File: config.mk
export PLATFORM = sky130hd
export DESIGN_NAME = fram_access_ctrl
export DESIGN_NICKNAME = d
export VERILOG_FILES = /design/src/rtl/fram_access_ctrl.sv
export SDC_FILE = /design/constraint.sdc
export NUM_CORES = 1
export LEC_CHECK = 0
export ABC_AREA = 1
export CAP_MARGIN = 20
export CORE_ASPECT_RATIO = 0.6
export CORE_MARGIN = 3
export CORE_UTILIZATION = 55
export DETAILED_ROUTE_END_ITERATION = 12
export PLACE_DENSITY = 0.85
export SLEW_MARGIN = 10
export SYNTH_ARGS = -nofsm -noshare
export SYNTH_HDL_FRONTEND = slang
export SYNTH_SLANG_ARGS = --single-unit
File: constraint.sdc
create_clock -name clk -period 5.1 [get_ports clk]
set_clock_uncertainty 0.05 [all_clocks]
set_input_delay 1.02 -clock clk [delete_from_list [all_inputs] [get_ports clk]]
set_output_delay 1.02 -clock clk [all_outputs]
set_load 0.005 [all_outputs]
File: src/rtl/fram_access_ctrl.sv
// -----------------------------------------------------------------------------
// fram_access_ctrl
//
// Front-end scheduler in front of the feature-RAM bank router. Reads are
// issued straight to the router read port when safe; writes are buffered in
// a small FIFO and drained through the router write port. Same-bank
// read/write collisions, read-after-write hazards against buffered writes
// and router data-mux bank switches are resolved here.
//
// Ports:
//   clk, rst_n                     clock, asynchronous active-low reset
//   rd_req_valid/ready/addr        read request stream (ready == issued now)
//   rd_rsp_valid/data              read response, exactly one cycle after issue
//   wr_req_valid/ready/addr/data   write request stream (ready == FIFO space)
//   rp_addr, rp_en, rp_rdata       router read port
//   wp_addr, wp_wdata, wp_we,wp_en router write port
//   idle                           write FIFO empty and no response pending
// -----------------------------------------------------------------------------
module fram_access_ctrl #(
    parameter int FRAM_ADDR_WIDTH = 12,
    parameter int DATA_WIDTH      = 32,
    parameter int BANK_NUM        = 4,
    parameter int WFIFO_DEPTH     = 4
) (
    input  logic                       clk,
    input  logic                       rst_n,

    input  logic                       rd_req_valid,
    output logic                       rd_req_ready,
    input  logic [FRAM_ADDR_WIDTH-1:0] rd_req_addr,
    output logic                       rd_rsp_valid,
    output logic [DATA_WIDTH-1:0]      rd_rsp_data,

    input  logic                       wr_req_valid,
    output logic                       wr_req_ready,
    input  logic [FRAM_ADDR_WIDTH-1:0] wr_req_addr,
    input  logic [DATA_WIDTH-1:0]      wr_req_data,

    output logic [FRAM_ADDR_WIDTH-1:0] rp_addr,
    output logic                       rp_en,
    input  logic [DATA_WIDTH-1:0]      rp_rdata,

    output logic [FRAM_ADDR_WIDTH-1:0] wp_addr,
    output logic [DATA_WIDTH-1:0]      wp_wdata,
    output logic                       wp_we,
    output logic                       wp_en,

    output logic                       idle
);

    localparam int BANK_W = $clog2(BANK_NUM);
    localparam int PTR_W  = $clog2(WFIFO_DEPTH);
    localparam int CNT_W  = PTR_W + 1;

    // -------------------------------------------------------------------------
    // State
    // -------------------------------------------------------------------------
    logic [FRAM_ADDR_WIDTH-1:0] r_fifo_addr [WFIFO_DEPTH];
    logic [DATA_WIDTH-1:0]      r_fifo_data [WFIFO_DEPTH];
    logic [PTR_W-1:0]           r_wr_ptr;
    logic [PTR_W-1:0]           r_rd_ptr;
    logic [CNT_W-1:0]           r_count;
    logic                       r_rsp_pend;
    logic [FRAM_ADDR_WIDTH-1:0] r_last_rd_addr;

    // -------------------------------------------------------------------------
    // Combinational decode
    // -------------------------------------------------------------------------
    logic                       w_full;
    logic                       w_empty;
    logic                       w_push;
    logic                       w_pop;
    logic [FRAM_ADDR_WIDTH-1:0] w_head_addr;
    logic [DATA_WIDTH-1:0]      w_head_data;
    logic [BANK_W-1:0]          w_head_bank;
    logic [BANK_W-1:0]          w_rd_bank;
    logic [BANK_W-1:0]          w_last_bank;
    logic                       w_hazard;
    logic                       w_rd_ok;
    logic                       w_rd_issue;
    logic                       w_wr_issue;

    assign w_full      = (r_count == CNT_W'(WFIFO_DEPTH));
    assign w_empty     = (r_count == '0);
    assign w_push      = wr_req_valid && !w_full;
    assign w_pop       = w_wr_issue;

    assign w_head_addr = r_fifo_addr[r_rd_ptr];
    assign w_head_data = r_fifo_data[r_rd_ptr];
    assign w_head_bank = w_head_addr[FRAM_ADDR_WIDTH-1 -: BANK_W];
    assign w_rd_bank   = rd_req_addr[FRAM_ADDR_WIDTH-1 -: BANK_W];
    assign w_last_bank = r_last_rd_addr[FRAM_ADDR_WIDTH-1 -: BANK_W];

    // Compare the read address against every occupied FIFO slot. A slot is
    // occupied when its distance from the read pointer is below the count.
    // Writes pushed this cycle are younger than the read and are not checked.
    always_comb begin
        logic [PTR_W-1:0] v_off;
        w_hazard = 1'b0;
        v_off    = '0;
        for (int unsigned i = 0; i < WFIFO_DEPTH; i++) begin
            v_off = PTR_W'(i) - r_rd_ptr;
            if (({1'b0, v_off} < r_count) && (r_fifo_addr[i] == rd_req_addr)) begin
                w_hazard = 1'b1;
            end
        end
    end

    // While a response is in flight the router's data mux follows rp_addr,
    // so only a read to the same bank may issue; a bank switch costs one
    // bubble. rst_n gates the read so no request is accepted during reset.
    assign w_rd_ok = rst_n && rd_req_valid && !w_hazard &&
                     (!r_rsp_pend || (w_rd_bank == w_last_bank));

    // Arbitration: a full FIFO gives the write priority, otherwise the read
    // wins. The loser may still issue when it targets a different bank.
    always_comb begin
        w_rd_issue = 1'b0;
        w_wr_issue = 1'b0;
        if (w_full) begin
            w_wr_issue = 1'b1;
            w_rd_issue = w_rd_ok && (w_rd_bank != w_head_bank);
        end else begin
            w_rd_issue = w_rd_ok;
            w_wr_issue = !w_empty && (!w_rd_ok || (w_head_bank != w_rd_bank));
        end
    end

    // -------------------------------------------------------------------------
    // Outputs
    // -------------------------------------------------------------------------
    assign rd_req_ready = w_rd_issue;
    assign wr_req_ready = !w_full;

    // With no issue the last read address is held so the router keeps the
    // responding bank selected on its data mux.
    assign rp_en        = w_rd_issue;
    assign rp_addr      = w_rd_issue ? rd_req_addr : r_last_rd_addr;

    assign rd_rsp_valid = r_rsp_pend;
    assign rd_rsp_data  = r_rsp_pend ? rp_rdata : '0;

    assign wp_en        = w_wr_issue;
    assign wp_we        = w_wr_issue;
    assign wp_addr      = w_wr_issue ? w_head_addr : '0;
    assign wp_wdata     = w_wr_issue ? w_head_data : '0;

    assign idle         = w_empty && !r_rsp_pend;

    // -------------------------------------------------------------------------
    // Sequential logic
    // -------------------------------------------------------------------------
    // Storage array carries no reset: occupancy is defined by pointers/count.
    always_ff @(posedge clk) begin
        if (w_push) begin
            r_fifo_addr[r_wr_ptr] <= wr_req_addr;
            r_fifo_data[r_wr_ptr] <= wr_req_data;
        end
    end

    always_ff @(posedge clk or negedge rst_n) begin
        if (!rst_n) begin
            r_wr_ptr       <= '0;
            r_rd_ptr       <= '0;
            r_count        <= '0;
            r_rsp_pend     <= 1'b0;
            r_last_rd_addr <= '0;
        end else begin
            if (w_push) begin
                r_wr_ptr <= r_wr_ptr + 1'b1;
            end
            if (w_pop) begin
                r_rd_ptr <= r_rd_ptr + 1'b1;
            end
            case ({w_push, w_pop})
                2'b10:   r_count <= r_count + 1'b1;
                2'b01:   r_count <= r_count - 1'b1;
                default: r_count <= r_count;
            endcase

            r_rsp_pend <= w_rd_issue;
            if (w_rd_issue) begin
                r_last_rd_addr <= rd_req_addr;
            end
        end
    end

endmodule
=== Word level (Yosys, flattened, before mapping) ===
Memories as Yosys holds them, arrays and structs flattened.
Cells that the tools add are included.

* Register bits after elaboration: 20
* Bits in writable memories: 176
* Bits of input ports: 92
* Output and inout port bits: 95
* Word-level logic and storage cells: 62
* Memories: 2

* $add $sub $neg: 8
* Order comparisons: 4
* Eq/ne operators: 10
* Multiplexer cells: 13
* Reductions and logical operators: 20

{| class="wikitable"
|+ Memory list
! memory !! words !! bits a word !! read ports !! clocked after Yosys merged registers in !! write ports !! RTL line !! RTL
|-
| r_fifo_data || 4 || 32 || 1 || 0 || 1 || 59 || <nowiki>logic [DATA_WIDTH-1:0] r_fifo_data [WFIFO_DEPTH];</nowiki>
|-
| r_fifo_addr || 4 || 12 || 5 || 0 || 1 || 58 || <nowiki>logic [FRAM_ADDR_WIDTH-1:0] r_fifo_addr [WFIFO_DEPTH];</nowiki>
|}

{| class="wikitable"
|+ Operators by type and width
! kind !! number
|-
| 32-bit two-way mux || 2
|-
| 12-bit == test || 4
|-
| 12-bit two-way mux || 2
|-
| 2-bit by 3-bit less-than comparator with 1-bit output || 4
|-
| 1-bit logical AND || 11
|-
| 1-bit two-way mux || 8
|-
| 3-bit case mux with 2 select lines || 1
|-
| 1-bit zero test || 5
|-
| 2-bit by 1-bit adder with 2-bit output (second input constant) || 2
|-
| 2-bit != test || 2
|-
| 1-bit by 2-bit subtractor with 2-bit output (first input constant) || 2
|-
| 2-bit subtractor (first input constant) || 2
|-
| 3-bit by 1-bit adder with 3-bit output (second input constant) || 1
|-
| 3-bit == test (second input constant) || 1
|-
| 3-bit zero test || 1
|-
| 3-bit by 1-bit subtractor with 3-bit output (second input constant) || 1
|-
| 2-bit by 1-bit == test with 1-bit output (second input constant) || 1
|-
| 2-bit == test || 1
|-
| 2-bit == test (second input constant) || 1
|-
| 1-bit logical OR || 2
|-
| 2-bit nonzero test || 1
|}

=== Depth between registers and ports, before layout ===
* Word-level depth: 16
* Depth in mapped cells: 24
* Mapped depth without buffers: 21

=== Least setup slack after synthesis ===
Ideal clock, no wire load.

* Path kind: input -> register
* Start: input port wr_req_valid
* End: memory r_fifo_addr[0][0], enable pin
* Setup time: 0.446 ns
* Arrival: 3.050 ns
* Required time: 4.604 ns
* Setup slack: 1.554 ns
* Stages: 2
* Buffers on the path: 0
* Cell sequence: nand2_1 -> nor2_1

* Longest elaborated chain between the ends: 3

{| class="wikitable"
|+ RTL lines
! element !! RTL line !! RTL
|-
| start, declared || 34 || <nowiki>input logic wr_req_valid,</nowiki>
|-
| 1-bit logical AND || 85 || <nowiki>assign w_push = wr_req_valid && !w_full;</nowiki>
|-
| 1-bit two-way mux || 155 || <nowiki>if (w_push) begin</nowiki>
|-
| 1-bit two-way mux (implied by the code) || 156 || <nowiki>r_fifo_addr[r_wr_ptr] <= wr_req_addr;</nowiki>
|-
| end, declared || 58 ||
|}

No other way between the ends.

=== Worst setup path in the final report ===
* Start: input port rd_req_addr[2]
* End: output port wp_wdata[22]

* Longest elaborated chain between the ends: 14
* Elaborated cells between the ends (all ways): 20
* Classes of those cells: eq/ne (4); mux (6); reduce/logical (10)

{| class="wikitable"
|+ RTL lines
! element !! RTL line !! RTL
|-
| start, declared || 30 || <nowiki>input logic [FRAM_ADDR_WIDTH-1:0] rd_req_addr,</nowiki>
|-
| 12-bit == test || 103 || <nowiki>if (({1'b0, v_off} < r_count) && (r_fifo_addr[i] == rd_req_addr)) begin</nowiki>
|-
| 1-bit logical AND || 103 ||
|-
| 1-bit two-way mux (3 in series) || 103 ||
|-
| 1-bit two-way mux (*) || 103 ||
|-
| 1-bit zero test (*) || 112 || <nowiki>assign w_rd_ok = rst_n && rd_req_valid && !w_hazard &&</nowiki>
|-
| 1-bit logical AND (*) (2 in series) || 112 ||
|-
| 1-bit zero test (*) || 125 || <nowiki>w_wr_issue = !w_empty && (!w_rd_ok || (w_head_bank != w_rd_bank));</nowiki>
|-
| 1-bit logical OR (*) || 125 ||
|-
| 1-bit logical AND (*) || 125 ||
|-
| 1-bit two-way mux (*) || 120 || <nowiki>if (w_full) begin</nowiki>
|-
| 32-bit two-way mux (*) || 146 || <nowiki>assign wp_wdata = w_wr_issue ? w_head_data : '0;</nowiki>
|-
| end, declared || 44 || <nowiki>output logic [DATA_WIDTH-1:0] wp_wdata,</nowiki>
|}

Mark *: on every way between the ends. The rest lies on a longest branch, timed or not.

==> flow_summary_export.csv <==
group,metric,value,unit
grt,antenna_found_initial,1,
power,p_int,3960,uW
cts,clock-sinks,196,
synth,yosysMostFrequentCell,"nand2_1",
timing,rsz0062_at_grt,"false",
cts,cts_resized,0,
timing,finalSetupViolations,0,
synth,synth_top_area_share,60.1,%
critical_path,worstSetupPathType,"in2out",
route,postRouteWirelength,22600,um
synth,ys_warn_count,0,
grt,grt_start_max_net_pins,43,
finish,nNetsFinal,1128,
die,die_w,169,um
synth,ys_seq_area_share,65.8,%
placed_design,hpwlAfterDp,15500,um
timing,fin_setup_tns,0,ns
placed_design,gp_congestion,0.971,
synth,synthesis.nets,941,
cts,postCtsHoldBufs,0,
flow_run,maxCapViolCount,0,
die,dieArea,0.0176,sq mm
route,drt-pass1-iter-count,7,
power,comb_power_share,41.8,%
power,irDropWorstVdd,424,uV
critical_path,cp.arrival,3.80,ns
critical_path,critPathRequiredTime,4.03,ns
route,drt-initial-drc-count,759,
worst_hold_path,hold_class,"reg2reg",
synth,syn_inst,839,
power,power.share.clock,21.7,%
grt,grt_overflow_total,0,
cts,postCtsSetupRepairBufs,0,
power,power.density,535,mW/mm^2
route,vias,6806,
finish,drive_gt1_share,6.93,%
synth,synth-edff-count,176,
worst_hold_path,whs_path_depth,2,
critical_path,crit_path_end_kind,"output pin",
timing,max_freq,0.206,GHz
timing,finalCritPeriodShare,95.4,%
finish,final_util,74.0,%
synth,synth_area,0.00879,sq mm
critical_path,path_max_fanout,20,
die,initial_utilization,56.7,%
synth,synth.distinct_cells,27,
synth,avgSynthCellArea,10.5,sq um
cts,clk_pin_slew,0.08,ns
synth,yosys_register_bits,196,
power,power,6130,uW
route,ant_nets,0,
route,drc,0,
die,die_y,104,um
critical_path,worstSetupStartpointType,"input port",
die,ios,187,
cts,cts_buffers,17,
synth,ys.flop_type,"edfxtp_1",
synth,synth_top_area_cell,"edfxtp_1",
timing,slew_headroom,49.8,%
outcome,status,"finished clean",
cts,clockBufferDepth,2,
critical_path,rr_worst_depth,20,
grt,grt_pass1_vias,6499,
finish,area_growth,30.5,%
finish,final_cells,1243,
power,swShare,35.5,%
placed_design,dp_cells,1210,
cts,cts_tree,"yes",
timing,hold_viol,0,
synth,async_flop_share,10.2,%
die,core,0.0155,sq mm
route,wl_per_cell,18.2,um
power,leakage,0.00472,uW
power,p_seq_share,36.6,%
synth,yosys-top-cells-area,"edfxtp_1, nand2_1, dfrtp_1",
grt,grt_pass1_wl,35500,um
die,num_rows,35,
timing,finalMaxSlewViolations,0,
timing,tightest_slew,0.751,ns
cts,h-tree-depth,4,
timing,min_period,4.87,ns
synth,synth_common_cells,"nand2_1, edfxtp_1, nor2_1, inv_1, a221oi_1",
cts,cts_root_buf,"clkbuf_16",
power,p_switching,2180,uW
grt,grtUsageTotal,26.0,%
route,vias_per_cell,5.48,
placed_design,io_buffers,186,
cts,clk_latency,0.43,ns
==> placed cells by master (no fill, tap or decap), types with 10 or more instances in the layout <==
master / n
nand2_1: 255
clkdlybuf4s50_1: 186
edfxtp_1: 176
inv_1: 93
nor2_1: 90
a221oi_1: 42
a21oi_1: 39
dfrtp_1: 20
buf_4: 18
clkbuf_16: 17
xor2_1: 15
nand3_1: 13
o21ai_0: 11
inv_2: 10
==> kinds of logic (layout without fill, tap and decap cells) <==
group	count (synthesis)	count (layout)	share of synthesized area, %
AND/OR/NAND/NOR	371	371	16.5
flip-flops	196	196	65.8
buffers and inverters	141	341	6.73
AO/OA/AOI/OAI	105	105	7.83
XOR/XNOR	16	16	1.59
adder cells (fa/ha/maj)	10	10	1.51
other	0	1	0
==> sequential cells by signal, indices dropped and copies added (netlist names) <==
signal          count
r_fifo_data       128
rd_rsp_valid        1
r_rd_ptr            2
r_fifo_addr        48
r_count             3
r_wr_ptr            2
r_last_rd_addr     12
==> layout make-up <==
class | instances | area, sq um
Fill cell | 1050 | 4030
Timing Repair Buffer | 204 | 2000
Sequential cell | 196 | 5790
Multi-Input combinational cell | 502 | 2440
Clock inverter | 15 | 165
Clock buffer | 17 | 425
Antenna cell | 1 | 2.50
Inverter | 105 | 402
Tap cell | 203 | 254
==> power groups by stage <==
| stage | combinational [uW] | clock [uW] | sequential (uW) |
|---|---|---|---|
| after detailed placement | 2540 | 0 | 2270 |
| after floorplan | 1320 | 0 | 2250 |
| after global placement | 2500 | 0 | 2260 |
| after CTS | 2580 | 1340 | 2240 |
| final | 2560 | 1330 | 2240 |
| after global routing | 2800 | 1410 | 2270 |
==> per-layer routing <==
metal | vias up | track usage [%] | routed length, um
met5 | - | 0 | 13
met4 | 2 | 4.96 | 176
met3 | 24 | 6.38 | 2240
met2 | 347 | 39.3 | 10300
met1 | 3251 | 39.0 | 9890
li1 | 3182 | - | -
==> worst max-delay path: stages <==
cell,delay [ns]
clkdlybuf4s50_1,0.59
inv_2,0.10
nand2_1,0.07
nand2_1,0.07
nor2_1,0.16
nand2_1,0.10
nor2_1,0.15
nand2_1,0.09
nand2_1,0.08
inv_2,0.05
nand3_2,0.09
nand2_2,0.24
buf_4,0.32
nor2_1,0.13
clkdlybuf4s50_1,0.52
==> through the flow <==
stage	worst slack, ns	hold slack (ns)	instance area (sq um)
final	0.235	0.457	11500
after global routing	0.0170	0.490	11500
after CTS	0.264	0.458	11500
after detailed placement	0.312	0.439	10900
after global placement	0.406	0.436	10900
after floorplan	1.55	0.445	8790
==> path summary, 6_finish.rpt <==
kind	startpoint	to	slack, ns
min	r_last_rd_addr[9]$_DFF_PN0_	r_last_rd_addr[9]$_DFF_PN0_	0.46
max in group asynchronous	rst_n	r_last_rd_addr[5]$_DFF_PN0_	3.72
min reg2reg	r_last_rd_addr[9]$_DFF_PN0_	r_last_rd_addr[9]$_DFF_PN0_	0.46
max reg2reg	r_rd_ptr[1]$_DFFE_PN0P_	r_count[2]$_DFFE_PN0P_	1.10
min in group asynchronous	rst_n	r_last_rd_addr[8]$_DFF_PN0_	1.02
max	rd_req_addr[2]	wp_wdata[22]	0.23
Note: power is estimated with default switching activity, not from simulation.
